`src/rtl/alu_pkg.sv`:
```
// Opcode set, opcode classification helpers and FSM state encoding shared by the
// ALU operand arbiter and its sub-blocks.
package alu_pkg;

    localparam logic [4:0] OP_NOP  = 5'b00000;
    localparam logic [4:0] OP_ADD  = 5'b00011;
    localparam logic [4:0] OP_SUB  = 5'b00100;
    localparam logic [4:0] OP_AND  = 5'b00101;
    localparam logic [4:0] OP_OR   = 5'b00110;
    localparam logic [4:0] OP_SHR  = 5'b00111;
    localparam logic [4:0] OP_SHRA = 5'b01000;
    localparam logic [4:0] OP_SHL  = 5'b01001;
    localparam logic [4:0] OP_ROR  = 5'b01010;
    localparam logic [4:0] OP_ROL  = 5'b01011;
    localparam logic [4:0] OP_MUL  = 5'b01111;
    localparam logic [4:0] OP_DIV  = 5'b10000;
    localparam logic [4:0] OP_NEG  = 5'b10001;
    localparam logic [4:0] OP_NOT  = 5'b10010;

    typedef enum logic [1:0] {
        ST_IDLE = 2'd0,
        ST_BUSY = 2'd1,
        ST_RESP = 2'd2
    } state_e;

    function automatic logic is_legal_op(input logic [4:0] op);
        case (op)
            OP_ADD, OP_SUB, OP_AND, OP_OR, OP_SHR, OP_SHRA, OP_SHL,
            OP_ROR, OP_ROL, OP_MUL, OP_DIV, OP_NEG, OP_NOT: is_legal_op = 1'b1;
            default:                                       is_legal_op = 1'b0;
        endcase
    endfunction

    function automatic logic is_muldiv(input logic [4:0] op);
        return (op == OP_MUL) || (op == OP_DIV);
    endfunction

endpackage

```
`src/rtl/rr_arbiter_2.sv`:
```
// Two-way round-robin grant. prio names the requester that wins when both are
// valid; a lone valid requester always wins.
module rr_arbiter_2 (
    input  logic [1:0] valid,
    input  logic       prio,
    output logic [1:0] grant
);

    always_comb begin
        grant = 2'b00;
        if (valid == 2'b11) begin
            grant = prio ? 2'b10 : 2'b01;
        end else begin
            grant = valid;
        end
    end

endmodule

```
`src/rtl/alu_op_arbiter.sv`:
```
// Shares one ALU_32 between two requesters: round-robin accept, operand hold for
// the op latency, then a held response carrying result, requester id and error flag.
module alu_op_arbiter
    import alu_pkg::*;
#(
    parameter int ALU_LAT = 1,
    parameter int MD_LAT  = 1
) (
    input  logic        clk,
    input  logic        clr,
    input  logic        req0_valid,
    output logic        req0_ready,
    input  logic [4:0]  req0_ctrl,
    input  logic [31:0] req0_a,
    input  logic [31:0] req0_b,
    input  logic        req1_valid,
    output logic        req1_ready,
    input  logic [4:0]  req1_ctrl,
    input  logic [31:0] req1_a,
    input  logic [31:0] req1_b,
    output logic [4:0]  alu_ctrl,
    output logic [31:0] alu_a,
    output logic [31:0] alu_b,
    input  logic [63:0] alu_c,
    output logic        rsp_valid,
    input  logic        rsp_ready,
    output logic        rsp_id,
    output logic [63:0] rsp_data,
    output logic        rsp_err
);

    localparam int MAX_LAT = (ALU_LAT > MD_LAT) ? ALU_LAT : MD_LAT;
    localparam int CW      = $clog2(MAX_LAT) + 1;
    localparam logic [CW-1:0] ALU_CNT = CW'(ALU_LAT - 1);
    localparam logic [CW-1:0] MD_CNT  = CW'(MD_LAT - 1);

    state_e        state_q, state_d;
    logic          rr_ptr_q, rr_ptr_d;
    logic          id_q, id_d;
    logic [4:0]    ctrl_q, ctrl_d;
    logic [31:0]   a_q, a_d;
    logic [31:0]   b_q, b_d;
    logic [CW-1:0] cnt_q, cnt_d;
    logic [4:0]    alu_ctrl_q, alu_ctrl_d;
    logic [63:0]   rsp_data_q, rsp_data_d;
    logic          rsp_err_q, rsp_err_d;

    logic [1:0]    grant;
    logic          sel;
    logic [4:0]    sel_ctrl;

    // rr_ptr holds the requester favoured on a tie; it flips to the other side
    // each time a response retires, so req0 leads straight out of reset.
    rr_arbiter_2 u_arb (
        .valid ({req1_valid, req0_valid}),
        .prio  (rr_ptr_q),
        .grant (grant)
    );

    assign req0_ready = (state_q == ST_IDLE) && clr && grant[0];
    assign req1_ready = (state_q == ST_IDLE) && clr && grant[1];

    assign sel      = grant[1];
    assign sel_ctrl = sel ? req1_ctrl : req0_ctrl;

    always_comb begin
        state_d    = state_q;
        rr_ptr_d   = rr_ptr_q;
        id_d       = id_q;
        ctrl_d     = ctrl_q;
        a_d        = a_q;
        b_d        = b_q;
        cnt_d      = cnt_q;
        alu_ctrl_d = alu_ctrl_q;
        rsp_data_d = rsp_data_q;
        rsp_err_d  = rsp_err_q;

        case (state_q)
            ST_IDLE: begin
                if (|grant) begin
                    id_d   = sel;
                    ctrl_d = sel_ctrl;
                    a_d    = sel ? req1_a : req0_a;
                    b_d    = sel ? req1_b : req0_b;
                    if (is_legal_op(sel_ctrl)) begin
                        state_d    = ST_BUSY;
                        cnt_d      = is_muldiv(sel_ctrl) ? MD_CNT : ALU_CNT;
                        alu_ctrl_d = sel_ctrl;
                    end else begin
                        state_d    = ST_RESP;
                        rsp_data_d = '0;
                        rsp_err_d  = 1'b1;
                    end
                end
            end
            ST_BUSY: begin
                if (cnt_q == '0) begin
                    state_d    = ST_RESP;
                    alu_ctrl_d = OP_NOP;
                    rsp_data_d = alu_c;
                    rsp_err_d  = (ctrl_q == OP_DIV) && (b_q == '0);
                end else begin
                    cnt_d = cnt_q - CW'(1);
                end
            end
            ST_RESP: begin
                if (rsp_ready) begin
                    state_d  = ST_IDLE;
                    rr_ptr_d = ~id_q;
                end
            end
            default: begin
                state_d    = ST_IDLE;
                alu_ctrl_d = OP_NOP;
            end
        endcase
    end

    always_ff @(posedge clk) begin
        if (!clr) begin
            state_q    <= ST_IDLE;
            rr_ptr_q   <= 1'b0;
            id_q       <= 1'b0;
            ctrl_q     <= '0;
            a_q        <= '0;
            b_q        <= '0;
            cnt_q      <= '0;
            alu_ctrl_q <= OP_NOP;
            rsp_data_q <= '0;
            rsp_err_q  <= 1'b0;
        end else begin
            state_q    <= state_d;
            rr_ptr_q   <= rr_ptr_d;
            id_q       <= id_d;
            ctrl_q     <= ctrl_d;
            a_q        <= a_d;
            b_q        <= b_d;
            cnt_q      <= cnt_d;
            alu_ctrl_q <= alu_ctrl_d;
            rsp_data_q <= rsp_data_d;
            rsp_err_q  <= rsp_err_d;
        end
    end

    assign alu_ctrl  = alu_ctrl_q;
    assign alu_a     = a_q;
    assign alu_b     = b_q;
    assign rsp_valid = (state_q == ST_RESP);
    assign rsp_id    = id_q;
    assign rsp_data  = rsp_data_q;
    assign rsp_err   = rsp_err_q;

endmodule
```
`config.mk`:
```
export PLATFORM = sky130hd
export DESIGN_NAME = alu_op_arbiter
export DESIGN_NICKNAME = d
export VERILOG_FILES = /design/src/rtl/alu_pkg.sv /design/src/rtl/rr_arbiter_2.sv /design/src/rtl/alu_op_arbiter.sv
export SDC_FILE = /design/constraint.sdc
export NUM_CORES = 1
export LEC_CHECK = 0
export CORE_AREA = 2 2 133 135
export DETAILED_ROUTE_END_ITERATION = 16
export DIE_AREA = 0 0 135 137
export PLACE_DENSITY = 0.73
export SKIP_CTS_REPAIR_TIMING = 1
export SLEW_MARGIN = 20
export SYNTH_ARGS = -nofsm -noshare
export SYNTH_HDL_FRONTEND = slang
export SYNTH_SLANG_ARGS = --single-unit
```
`constraint.sdc`:
```
create_clock -name clk -period 3.22 [get_ports clk]
set_input_delay 0.966 -clock clk [delete_from_list [all_inputs] [get_ports clk]]
set_output_delay 0.966 -clock clk [all_outputs]
set_load 0.05 [all_outputs]
```
After elaboration in Yosys (flattened, before gate mapping)
Memories as Yosys holds them, arrays and structs flattened.
Index checks and enable logic that the tools add are counted.
W data, S select, Z words.

word-level totals
  ROM bits = 32
  memories = 1
  flip-flop bits (word level) = 144
  input port bits = 207
  logic and storage cells = 65
  output and inout port bits = 138

cells by class
  eq/ne operators = 9
  bitwise operators = 2
  add/sub/neg operators = 1
  reductions and logical operators = 14
  mux-type cells = 28

memories
  name             words  width  read ports  clocked after memory_dff  write ports  RTL line       text
  (no name shown)  32     1      1           0                         0            alu_pkg.sv:27  case (op)

operators by type and width
  kind                   number
  $mux W64               3
  $pmux W64 S2           1
  $mux W32               2
  $logic_not A32 Y1      1
  $mux W5                4
  $pmux W5 S3            1
  $mux W2                6
  $mux W1                8
  $reduce_and A4 Y1      2
  $ne A2 B1 Y1 const B   3
  $pmux W2 S3            1
  $reduce_and A3 Y1      2
  $eq A5 B5 Y1 const B   1
  $eq A2 B2 Y1 const B   2
  $logic_and A1 B1 Y1    4
  $ne A2 B2 Y1 const B   2
  $pmux W1 S2            2
  $reduce_and A2 Y1      2
  $eq A2 B1 Y1 const B   1
  $logic_not A2 Y1       1
  $not A1 Y1             2
  $reduce_bool A2 Y1     1
  $reduce_or A2 Y1       1
  $sub A1 B1 Y1 const B  1

Longest topological paths before layout
An unclocked memory read counts as a cell.

  depth after elaboration = 9
  gate-level depth with buffers = 7
  mapped depth without buffers = 5

By module
From an unflattened synthesis, not the netlist that was laid out.

unflattened totals
  cells, all modules = 655
  area, all modules = 6025.8 um^2

by module, submodules not included
  module          times used  cells each  area each (um^2)  seq. area each (um^2)
  alu_op_arbiter  1           652         6007.0            2862.7
  rr_arbiter_2    1           3           18.8              0.0

Worst setup path before layout
No wires, ideal clock.

  path type = in2out
  start point = input req0_valid
  end point = output req1_ready
  data required time = 2.254 ns
  arrival = 2.681 ns
  buffers on the path = 2
  stages = 5
  path slack = -0.427 ns
  cell sequence = nor2b_1 -> nand2b_4 -> buf_6 -> clkbuf_1 -> nor3_1

between the ends
  cells in the longest elaborated chain, start to end = 3

ends and longest elaborated chain
  what                 RTL line              text
  from (decl)          alu_op_arbiter.sv:11  input logic req0_valid,
  $eq A2 B2 Y1         rr_arbiter_2.sv:11    if (valid == 2'b11) begin
  $mux W2              rr_arbiter_2.sv:11
  $logic_and A1 B1 Y1  alu_op_arbiter.sv:61  assign req1_ready = (state_q == ST_IDLE) && clr && grant[1];
  to (decl)            alu_op_arbiter.sv:17  output logic req1_ready,

Every way passes these cells.

Worst setup path in the final report
Ends and elaborated chain as after synthesis.

==> impl_metrics.ini <==
[clock_network]
clkSinkCount = 143
insertion_delay_ns = 0.41
cts_root_buffer = clkbuf_16
cts_tree = yes
numCtsBuffers = 17
cts_max_level = 4
clk_pin_slew_ns = 0.06
clock_path_buffers = 2

[route]
avgRoutedWirePerCell_um = 17.2
drc_errors = 0
dr.pass1.iters = 4
drtIter0Drc = 270
vias = 5895
via_per_inst = 4.97
antenna_left = 0
drt-total-wl_um = 20400

[place]
place.gp.congestion = 0.812
dp_hpwl_um = 15300
portBuffers = 344
place_area_um2 = 9350

[layout]
fillCellCount = 1554
diodes = 0
syn2layout_area_growth_pct = 78.2
drive_above_1_share = 0.0718
nets = 1155
mostFrequentLayoutCell = clkdlybuf4s50_1
fin_area_um2 = 9970
final_cell_mix = clkdlybuf4s50_1 (342), nand2_1 (146), dfxtp_1 (143)
multiInputGateArea_um2 = 2500
seq_area_um2 = 2860

[floorplan]
start_util = 0.328
num_io_pins = 345
row_count = 48
dieArea_um2 = 18500
fp.coreArea_um2 = 17100
fp.dieW_um = 135
fp.dieH_um = 137

[synth]
ys_types = 41
synth_seq_cells = 143
synth_nets = 820
seq_area_frac_synth = 0.512
avgSynthCellArea_um2 = 9.13
netlist_area_um2 = 5590
yosysWarnings = 0
syn_inst = 613

[timing]
max_freq_ghz = 0.327
hold_viol = 0
drv_slew = 0
maxSlewHeadroom = 0.533
tightestPinTransition_ns = 0.694
grt_setup_unrepaired = false
finalSetupViolations = 0
tns_ns = 0
period_needed_ns = 3.06
min_period_over_period = 0.949
clock_skew_ns = 0.0102

[setup_path]
reg2reg_to = alu_a[15]
cpMaxStageDelayCell = clkdlybuf4s50_1
crit_chain = clkdlybuf4s50_1 -> nor2b_1 -> nand2b_4 -> nor3_2 -> buf_4
arrival_ns = 2.09
slowest_delay_ns = 0.43
cp-end-kind = primary output
regToRegSetupSlack_ns = 1.40
reg2reg_from = rr_ptr_q
worst-path-buf-inv = 2
crit_required_ns = 2.25
rr_worst_depth = 7
critPathKind = in -> out
cp_max_fo = 5
crit_family = buffers and inverters
startpoint_type = input port

[power]
peakVddDrop_uv = 351
p_leak_uw = 0.00384
powerDensity_nw_per_um2 = 600

[hold_path]
min_path_type = reg -> reg
min_to = ctrl_q[1]
whs_path_depth = 2
min_from = ctrl_q[1]

[global_routing]
antenna_found_initial = 0
grt-ovfl-total = 0
grt_pass1_vias = 5683
grt_max_degree = 65
grt_first_pass_wirelength_um = 30300
grt_use_total = 0.212

[status]
status = complete, no violations

[flow_run]
cap_viol_max_count = 0
==> power breakdown <==
group / switching [µW] / internal (µW)
logic: 1090 / 744
registers: 121 / 1950
clock network: 834 / 1250
total: 2040 / 3940
==> kinds of logic after synthesis <==
kind of cell / synth area share
and+or+nand+nor: 0.192
DFF: 0.512
AOI/OAI and AO/OA: 0.240
muxes: 0.0112
buffers and inverters: 0.0450
==> final cells by class <==
type / count / area share
Tap cell: 225 / 0.0282
Clock buffer: 17 / 0.0427
Clock inverter: 15 / 0.0198
Multi-Input combinational cell: 419 / 0.251
Sequential cell: 143 / 0.287
Inverter: 2 / 0.000753
Timing Repair Buffer: 365 / 0.371
==> Yosys cell counts (all sizes together) <==
cell type    n  area, µm²
o32ai        1       8.76
a211oi       2       15.0
mux2i        4       40.0
and2         1       6.26
a311oi      67        587
mux2         2       22.5
or2          2       12.5
nor4         9       71.3
nand3b       1       7.51
inv          2       7.50
nand2b       6       45.0
nor2        74        280
o2111a       2       22.5
a21oi        8       40.0
a31o         3       26.3
a21o         2       15.0
o41ai        1       8.76
o21ai        1       5.00
o211ai       3       22.5
or3          1       6.26
nor2b        5       31.3
o31ai        2       15.0
nor3         2       10.0
o311a        1       10.0
a22o        64        561
dfxtp      143       2860
clkbuf      35        131
nand4        2       12.5
buf         14        113
nand2      146        548
and2b        3       22.5
and3         1       6.26
o31a         1       8.76
nor3b        1       7.51
nand3        1       5.00
==> tightest hold or removal path: stages, from the launching register on <==
cell and delay, ns:
dfxtp_1 0.31, nand2_1 0.05, a21oi_1 0.05
==> layer usage <==
layer,vias up,global-route usage,routed length [µm]
li1,2910,-,-
met1,2698,0.243,8050
met2,264,0.364,10000
met3,23,0.0852,2030
met4,0,0.0619,342
met5,-,0,0
==> state kept, by name, summed over array words and instances, names as in the netlist <==
| signal | flops |
|---|---|
| alu_a | 32 |
| state_q | 2 |
| rsp_id | 1 |
| ctrl_q | 5 |
| alu_ctrl | 5 |
| rr_ptr_q | 1 |
| alu_b | 32 |
| rsp_err | 1 |
| rsp_data | 64 |
==> worst max-delay path by stage <==
| stage | start | to | slack (ns) | cells past startpoint |
|---|---|---|---|---|
| 2_1_floorplan | req0_valid | req1_ready | 0.02 | 5 |
| 3_3_place_gp | req0_valid | req1_ready | 0.17 | 5 |
| 3_5_place_dp | req0_valid | req1_ready | 0.17 | 5 |
| 4_1_cts | req0_valid | req1_ready | 0.17 | 5 |
| 5_1_grt | req0_valid | req1_ready | 0.1 | 5 |
| 6_report | req0_valid | req1_ready | 0.16 | 5 |
==> through the flow <==
stage               power (µW)  setup slack (ns)  hold slack [ns]  instances   util
finish                    5990             0.164            0.458       1186  0.585
global route              6230            0.0955            0.473       1186  0.585
CTS                       6050             0.170            0.459       1186  0.585
detailed placement        3950             0.174            0.449       1154  0.548
global placement          3930             0.168            0.450       1154  0.548
floorplan                 3150            0.0218            0.436        613      -
Note: power is estimated with default switching activity, not from simulation.
